$ cat src/rtl/nand_cpu_pkg.sv
// rtl/nand_cpu_pkg.sv - shared types and constants for the NAND CPU fetch stage
package nand_cpu_pkg;

    typedef enum logic {
        RUN    = 1'b0,
        HALTED = 1'b1
    } FETCH_STATE;

    localparam int FETCH_DEPTH = 2;
    localparam int FETCH_CNT_W = $clog2(FETCH_DEPTH + 1);

endpackage

$ cat src/rtl/fetch_unit_if.sv
// rtl/fetch_unit_if.sv - instruction memory and decoder handshake bundle for fetch_unit
interface fetch_unit_if #(
    parameter int PC_W = 8
);
    logic            imem_req_val;
    logic            imem_req_rdy;
    logic [PC_W-1:0] imem_addr;
    logic            imem_rsp_val;
    logic [7:0]      imem_rsp_data;
    logic            dec_valid;
    logic [7:0]      dec_instr;
    logic [PC_W-1:0] dec_pc;
    logic            dec_ready;

    modport master (
        output imem_req_val, imem_addr, dec_valid, dec_instr, dec_pc,
        input  imem_req_rdy, imem_rsp_val, imem_rsp_data, dec_ready
    );

    modport slave (
        input  imem_req_val, imem_addr, dec_valid, dec_instr, dec_pc,
        output imem_req_rdy, imem_rsp_val, imem_rsp_data, dec_ready
    );
endinterface

$ cat src/rtl/fetch_buffer.sv
// rtl/fetch_buffer.sv - two-entry FIFO of {instr, pc} between fetch and decode
module fetch_buffer
    import nand_cpu_pkg::*;
#(
    parameter int PC_W = 8
) (
    input  logic                   clk,
    input  logic                   rst,
    input  logic                   push,
    input  logic [7:0]             push_instr,
    input  logic [PC_W-1:0]        push_pc,
    input  logic                   pop,
    input  logic                   flush,
    output logic [FETCH_CNT_W-1:0] count,
    output logic [7:0]             head_instr,
    output logic [PC_W-1:0]        head_pc
);

    logic [7:0]             instr_q [FETCH_DEPTH];
    logic [PC_W-1:0]        pc_q    [FETCH_DEPTH];
    logic [FETCH_CNT_W-1:0] count_q;

    // Entry 0 is always the head; a pop shifts entry 1 down.
    always_ff @(posedge clk or posedge rst) begin
        if (rst) begin
            for (int i = 0; i < FETCH_DEPTH; i++) begin
                instr_q[i] <= '0;
                pc_q[i]    <= '0;
            end
            count_q <= '0;
        end else if (flush) begin
            count_q <= '0;
        end else begin
            case ({push, pop})
                2'b10: begin
                    instr_q[count_q[0]] <= push_instr;
                    pc_q[count_q[0]]    <= push_pc;
                    count_q             <= count_q + 1'b1;
                end
                2'b01: begin
                    instr_q[0] <= instr_q[1];
                    pc_q[0]    <= pc_q[1];
                    count_q    <= count_q - 1'b1;
                end
                2'b11: begin
                    if (count_q == FETCH_CNT_W'(1)) begin
                        instr_q[0] <= push_instr;
                        pc_q[0]    <= push_pc;
                    end else begin
                        instr_q[0] <= instr_q[1];
                        pc_q[0]    <= pc_q[1];
                        instr_q[1] <= push_instr;
                        pc_q[1]    <= push_pc;
                    end
                end
                default: ;
            endcase
        end
    end

    assign count      = count_q;
    assign head_instr = instr_q[0];
    assign head_pc    = pc_q[0];

endmodule

$ cat src/rtl/fetch_unit.sv
// rtl/fetch_unit.sv - NAND CPU fetch stage: PC, single-outstanding imem reads, redirect and halt
module fetch_unit
    import nand_cpu_pkg::*;
#(
    parameter int              PC_W       = 8,
    parameter logic [PC_W-1:0] RESET_PC   = 8'h00,
    parameter logic [PC_W-1:0] INT_VECTOR = 8'hF0
) (
    input  logic            clk,
    input  logic            rst,
    fetch_unit_if.master    bus,
    input  logic            redirect,
    input  logic [PC_W-1:0] redirect_pc,
    input  logic            int_req,
    output logic [PC_W-1:0] epc,
    input  logic            halt,
    output logic            halted
);

    FETCH_STATE      state_q, state_d;
    logic [PC_W-1:0] pc_q, pc_d;
    logic [PC_W-1:0] epc_q, epc_d;
    logic            pending_q, pending_d;
    logic            drop_q, drop_d;

    logic                   req_val;
    logic                   push;
    logic                   pop;
    logic                   flush;
    logic                   dec_valid;
    logic                   credit_ok;
    logic [FETCH_CNT_W-1:0] count;
    logic [7:0]             head_instr;
    logic [PC_W-1:0]        head_pc;

    fetch_buffer #(.PC_W(PC_W)) u_buffer (
        .clk        (clk),
        .rst        (rst),
        .push       (push),
        .push_instr (bus.imem_rsp_data),
        .push_pc    (pc_q - 1'b1),
        .pop        (pop),
        .flush      (flush),
        .count      (count),
        .head_instr (head_instr),
        .head_pc    (head_pc)
    );

    assign dec_valid = (count != '0);
    assign pop       = dec_valid & bus.dec_ready;
    assign credit_ok = (32'(count) + 32'(pending_q)) < FETCH_DEPTH;

    always_ff @(posedge clk or posedge rst) begin
        if (rst) begin
            state_q   <= RUN;
            pc_q      <= RESET_PC;
            epc_q     <= '0;
            pending_q <= 1'b0;
            drop_q    <= 1'b0;
        end else begin
            state_q   <= state_d;
            pc_q      <= pc_d;
            epc_q     <= epc_d;
            pending_q <= pending_d;
            drop_q    <= drop_d;
        end
    end

    always_comb begin
        state_d   = state_q;
        pc_d      = pc_q;
        epc_d     = epc_q;
        pending_d = pending_q;
        drop_d    = drop_q;
        req_val   = 1'b0;
        push      = 1'b0;
        flush     = 1'b0;

        if (bus.imem_rsp_val) begin
            pending_d = 1'b0;
            drop_d    = 1'b0;
        end

        case (state_q)
            RUN: begin
                if (redirect) begin
                    flush  = 1'b1;
                    pc_d   = int_req ? INT_VECTOR : redirect_pc;
                    // A response landing this same cycle is simply not pushed.
                    drop_d = pending_q & ~bus.imem_rsp_val;
                    if (int_req) begin
                        epc_d = dec_valid ? head_pc : pc_q;
                    end
                end
                if (halt) begin
                    state_d = HALTED;
                    flush   = 1'b1;
                end
                if (!redirect && !halt) begin
                    req_val = !pending_q && credit_ok;
                    if (req_val && bus.imem_req_rdy) begin
                        pending_d = 1'b1;
                        pc_d      = pc_q + 1'b1;
                    end
                    push = bus.imem_rsp_val & ~drop_q;
                end
            end
            HALTED: ;
            default: state_d = RUN;
        endcase
    end

    assign bus.imem_req_val = req_val & ~rst;
    assign bus.imem_addr    = pc_q;
    assign bus.dec_valid    = dec_valid;
    assign bus.dec_instr    = head_instr;
    assign bus.dec_pc       = head_pc;
    assign epc              = epc_q;
    assign halted           = (state_q == HALTED) & ~pending_q;

endmodule
$ cat src/flat_wrapper.sv
// flat-port wrapper written by rule: the top's interface ports become plain ports
module fetch_unit_flat import nand_cpu_pkg::*;
#(
    parameter int              PC_W       = 8,
    parameter logic [PC_W-1:0] RESET_PC   = 8'h00,
    parameter logic [PC_W-1:0] INT_VECTOR = 8'hF0
)
  (clk, rst, redirect, redirect_pc, int_req, epc, halt, halted, bus_imem_req_val, bus_imem_addr, bus_dec_valid, bus_dec_instr, bus_dec_pc, bus_imem_req_rdy, bus_imem_rsp_val, bus_imem_rsp_data, bus_dec_ready);
  fetch_unit_if #(.PC_W(PC_W)) bus_i ();
  input  logic clk;
  input  logic rst;
  input  logic redirect;
  input  logic [PC_W-1:0] redirect_pc;
  input  logic int_req;
  output logic [PC_W-1:0] epc;
  input  logic halt;
  output logic halted;
  output wire logic [$bits(bus_i.imem_req_val)-1:0] bus_imem_req_val;
  output wire logic [$bits(bus_i.imem_addr)-1:0] bus_imem_addr;
  output wire logic [$bits(bus_i.dec_valid)-1:0] bus_dec_valid;
  output wire logic [$bits(bus_i.dec_instr)-1:0] bus_dec_instr;
  output wire logic [$bits(bus_i.dec_pc)-1:0] bus_dec_pc;
  input wire logic [$bits(bus_i.imem_req_rdy)-1:0] bus_imem_req_rdy;
  input wire logic [$bits(bus_i.imem_rsp_val)-1:0] bus_imem_rsp_val;
  input wire logic [$bits(bus_i.imem_rsp_data)-1:0] bus_imem_rsp_data;
  input wire logic [$bits(bus_i.dec_ready)-1:0] bus_dec_ready;
  assign bus_imem_req_val = bus_i.imem_req_val;
  assign bus_imem_addr = bus_i.imem_addr;
  assign bus_dec_valid = bus_i.dec_valid;
  assign bus_dec_instr = bus_i.dec_instr;
  assign bus_dec_pc = bus_i.dec_pc;
  assign bus_i.imem_req_rdy = bus_imem_req_rdy;
  assign bus_i.imem_rsp_val = bus_imem_rsp_val;
  assign bus_i.imem_rsp_data = bus_imem_rsp_data;
  assign bus_i.dec_ready = bus_dec_ready;
  fetch_unit #(.PC_W(PC_W), .RESET_PC(RESET_PC), .INT_VECTOR(INT_VECTOR)) u_core (.clk(clk), .rst(rst), .bus(bus_i), .redirect(redirect), .redirect_pc(redirect_pc), .int_req(int_req), .epc(epc), .halt(halt), .halted(halted));
endmodule
$ cat config.mk
export PLATFORM = sky130hd
export DESIGN_NAME = fetch_unit_flat
export DESIGN_NICKNAME = d
export VERILOG_FILES = /design/src/rtl/nand_cpu_pkg.sv /design/src/rtl/fetch_unit_if.sv /design/src/rtl/fetch_buffer.sv /design/src/rtl/fetch_unit.sv /design/src/flat_wrapper.sv
export SDC_FILE = /design/constraint.sdc
export NUM_CORES = 1
export LEC_CHECK = 0
export CAP_MARGIN = 30
export CORE_MARGIN = 2
export CORE_UTILIZATION = 40
export CTS_CLUSTER_SIZE = 28
export DETAILED_ROUTE_END_ITERATION = 12
export DONT_BUFFER_PORTS = 1
export GPL_ROUTABILITY_DRIVEN = 0
export PLACE_DENSITY = 0.55
export SLEW_MARGIN = 30
export SYNTH_ARGS = -nofsm -noshare
export SYNTH_HDL_FRONTEND = slang
export SYNTH_SLANG_ARGS = --single-unit
$ cat constraint.sdc
create_clock -name clk -period 6.4 [get_ports clk]
set_clock_uncertainty 0.05 [all_clocks]
set_input_delay 1.28 -clock clk [delete_from_list [all_inputs] [get_ports clk]]
set_output_delay 1.28 -clock clk [all_outputs]
set_load 0.02 [all_outputs]
==> metrics.txt <==
Final Hold Viols 0; count leader, synth dfrtp_1; Clock Path Buffers 2; initial antenna violation count 0; FMAX 271 MHz; Synth Area in Compound Gates 0.203; fin. max-slew vios 0; mux cell area share after synthesis 0.0578; switch share 0.392; largest family of logic cells by synthesized area compound AO/OA/AOI/OAI gates; net count after synthesis 342; FFs w/ async S/R, synth 1.00; Global Route Usage Sum 0.170; cell count after synthesis 310; cell taking the most area after synthesis dfrtp_1; area of the die 8060 sq um; Synth Flop Type dfrtp_1; # IOs 59; Worst setup EP type output pin; CP Launch Type input port; critical path's slowest cell or4_1; register area share after synthesis 0.451; Worst-Margin Slew 0.722 ns; synthesized cell area 2940 sq um; Iteration-0 DRC Markers 113; TritonCTS Sinks 53; Die H 89.8 microns; max incr delay on CP 0.56 ns; critical path, cell by cell or4_1 > nor3_1; first-pass GRT wire length 11.1 mm; Reg area 1330 sq um; Synth warnings 0; Post-Synth XOR/XNOR Area 0.0149; Die X 89.8 microns; layout cell share with drive strength beyond 1 0.118; Req. time, crit path 5.07 ns; min-delay worst type reg2reg; largest net degree at the start of global routing 54; GR Overflow Total 0; pwr dens 379 nW/um^2; crit path DAT 2.36 ns; net total in the final layout 319; worst vdd ir 0.000121 V; Top Family by Delay on Critical Path simple AND/OR/NAND/NOR gates; Port Buf Inserts 0; Clock Latency Late Sink 0.31 ns; drc violations 0; Max Cap Viol 0; number of enable flip-flop cells after synthesis 0; multi-input logic area 1370 sq um; Critical path buffers and inverters 0; synth unique cells 51; Synth top area share 0.451; CP Max Fanout 5; clock share of power 0.239; ranking of synthesized cells by area dfrtp_1 (45%), a21oi_1 (4.9%), buf_4 (4.1%); per-cell routed wire length 17.2 microns; fin crit period 3.69 ns; Pre-Repair DR Iteration Count 5; commonest cells in the netlist dfrtp_1 (53), a21oi_1 (29), nor2_1 (29), o21ai_0 (21), nand2_1 (19); total number of vias 2121; syn avg cell area 9.49 sq um; DP HPWL 4.73 mm; H-tree Lvls 2; Core Area 7180 sq um; fraction of the mapped netlist area in adder cells 0.0340; CTS Root Buffer Type clkbuf_8; # setup viols final 0; status finished clean; Post-Place Worst Slack 2.70 ns; Flop pwr share 0.492; leakage power 1.27 nW; row count 31; RSZ-0062 raised after global routing false; Fillers 719; # hold bufs at CTS 0; fin crit share 0.576; switching power 0.453 mW; combinational power share 0.270; setup TNS 0 ns; number of nets still failing antenna checks after routing 0; final worst slack 2.71 ns; CTS tree done; CP Class in2out; via count normalized by instance count 5.48; vias in the first global route 2101; Starting Density 0.410; Post-CTS Resized 0; Post-CTS Setup Bufs 0; Worst slew margin 0.515; Num CTS Buffers 5; Antenna diodes 0; simple-gate share of the synthesized area 0.149; post-synthesis register bit count 53; Power, Total 1.15 mW; routed wire length 6.65 mm; Layout area overhead 3.62%; clk slew on worst S/H paths 0.10 ns; P_int 0.702 mW
[area by class of cell]
type	count	area share
Multi-Input combinational cell	208	0.448
Inverter	15	0.0185
Timing Repair Buffer	4	0.0123
Sequential cell	53	0.435
Clock inverter	3	0.0226
Tap cell	99	0.0406
Clock buffer	5	0.0226
[cells in the final DEF, fill, tap and decap left out, drive strengths merged, types with 5 or more instances in the layout]
master and instances:
nor3 7, clkbuf 5, a21oi 29, nor2 29
mux2 8, o21ai 22, nand2 19, mux2i 8
a22oi 9, a2bb2oi 5, a31oi 5, ha 8
xnor2 5, dfrtp 53, inv 16, o22a 5
[sequential cells by signal (all words and copies together), names as in the netlist]
| name | flops |
|---|---|
| u_core.u_buffer.count | 2 |
| u_core.u_buffer.head_instr | 8 |
| u_core.u_buffer.instr_q | 8 |
| u_core.u_buffer.head_pc | 8 |
| u_core.epc | 8 |
| u_core.bus.imem_addr | 8 |
| u_core.u_buffer.pc_q | 8 |
| u_core.pending_q | 1 |
| u_core.state_q | 1 |
| u_core.drop_q | 1 |
[metrics by stage]
stage | std cells | hold WS [ns] | cell area (sq um) | utilization
detailed placement | 379 | 0.446 | 2910 | 0.406
floorplan | 310 | 0.432 | 2940 | -
CTS | 387 | 0.470 | 3050 | 0.425
finish | 387 | 0.467 | 3050 | 0.425
global placement | 377 | 0.440 | 2880 | 0.402
global route | 387 | 0.480 | 3050 | 0.425
[power by group through the flow]
stage / sequential (mW) / clock, mW / combinational, mW
finish: 0.568 / 0.275 / 0.311
global route: 0.581 / 0.294 / 0.357
CTS: 0.571 / 0.283 / 0.314
detailed placement: 0.578 / 0 / 0.311
global placement: 0.576 / 0 / 0.296
floorplan: 0.473 / 0 / 0.398
[final timing paths]
check / end / startpoint / cells past startpoint / slack [ns]
max: bus_imem_req_val / halt / 2 / 2.71
min: u_core.u_buffer.instr_q[7] / u_core.u_buffer.instr_q[7] / 1 / 0.47
max reg2reg: u_core.u_buffer.head_pc[4] / u_core.u_buffer.count[0] / 9 / 3.12
min reg2reg: u_core.u_buffer.instr_q[7] / u_core.u_buffer.instr_q[7] / 1 / 0.47
max in group asynchronous: u_core.u_buffer.head_instr[4] / rst / 2 / 4.88
min in group asynchronous: u_core.state_q / rst / 2 / 0.97
[cell families (layout without fill, tap and decap cells)]
family,after synthesis,count (layout)
AOI/OAI and AO/OA,94,94
xor gates and xnor gates,5,5
adders and majority gates,8,8
buffers and inverters,49,27
DFF,53,53
muxes,16,16
and+or+nand+nor,85,85
[layer usage]
layer / vias to the layer above / wire [microns] / track usage
li1: 1037 / - / -
met1: 1021 / 2980 / 0.237
met2: 58 / 3170 / 0.265
met3: 5 / 458 / 0.0478
met4: 0 / 48 / 0.0423
met5: - / 0 / 0
Note: power is estimated with default switching activity, not from simulation.
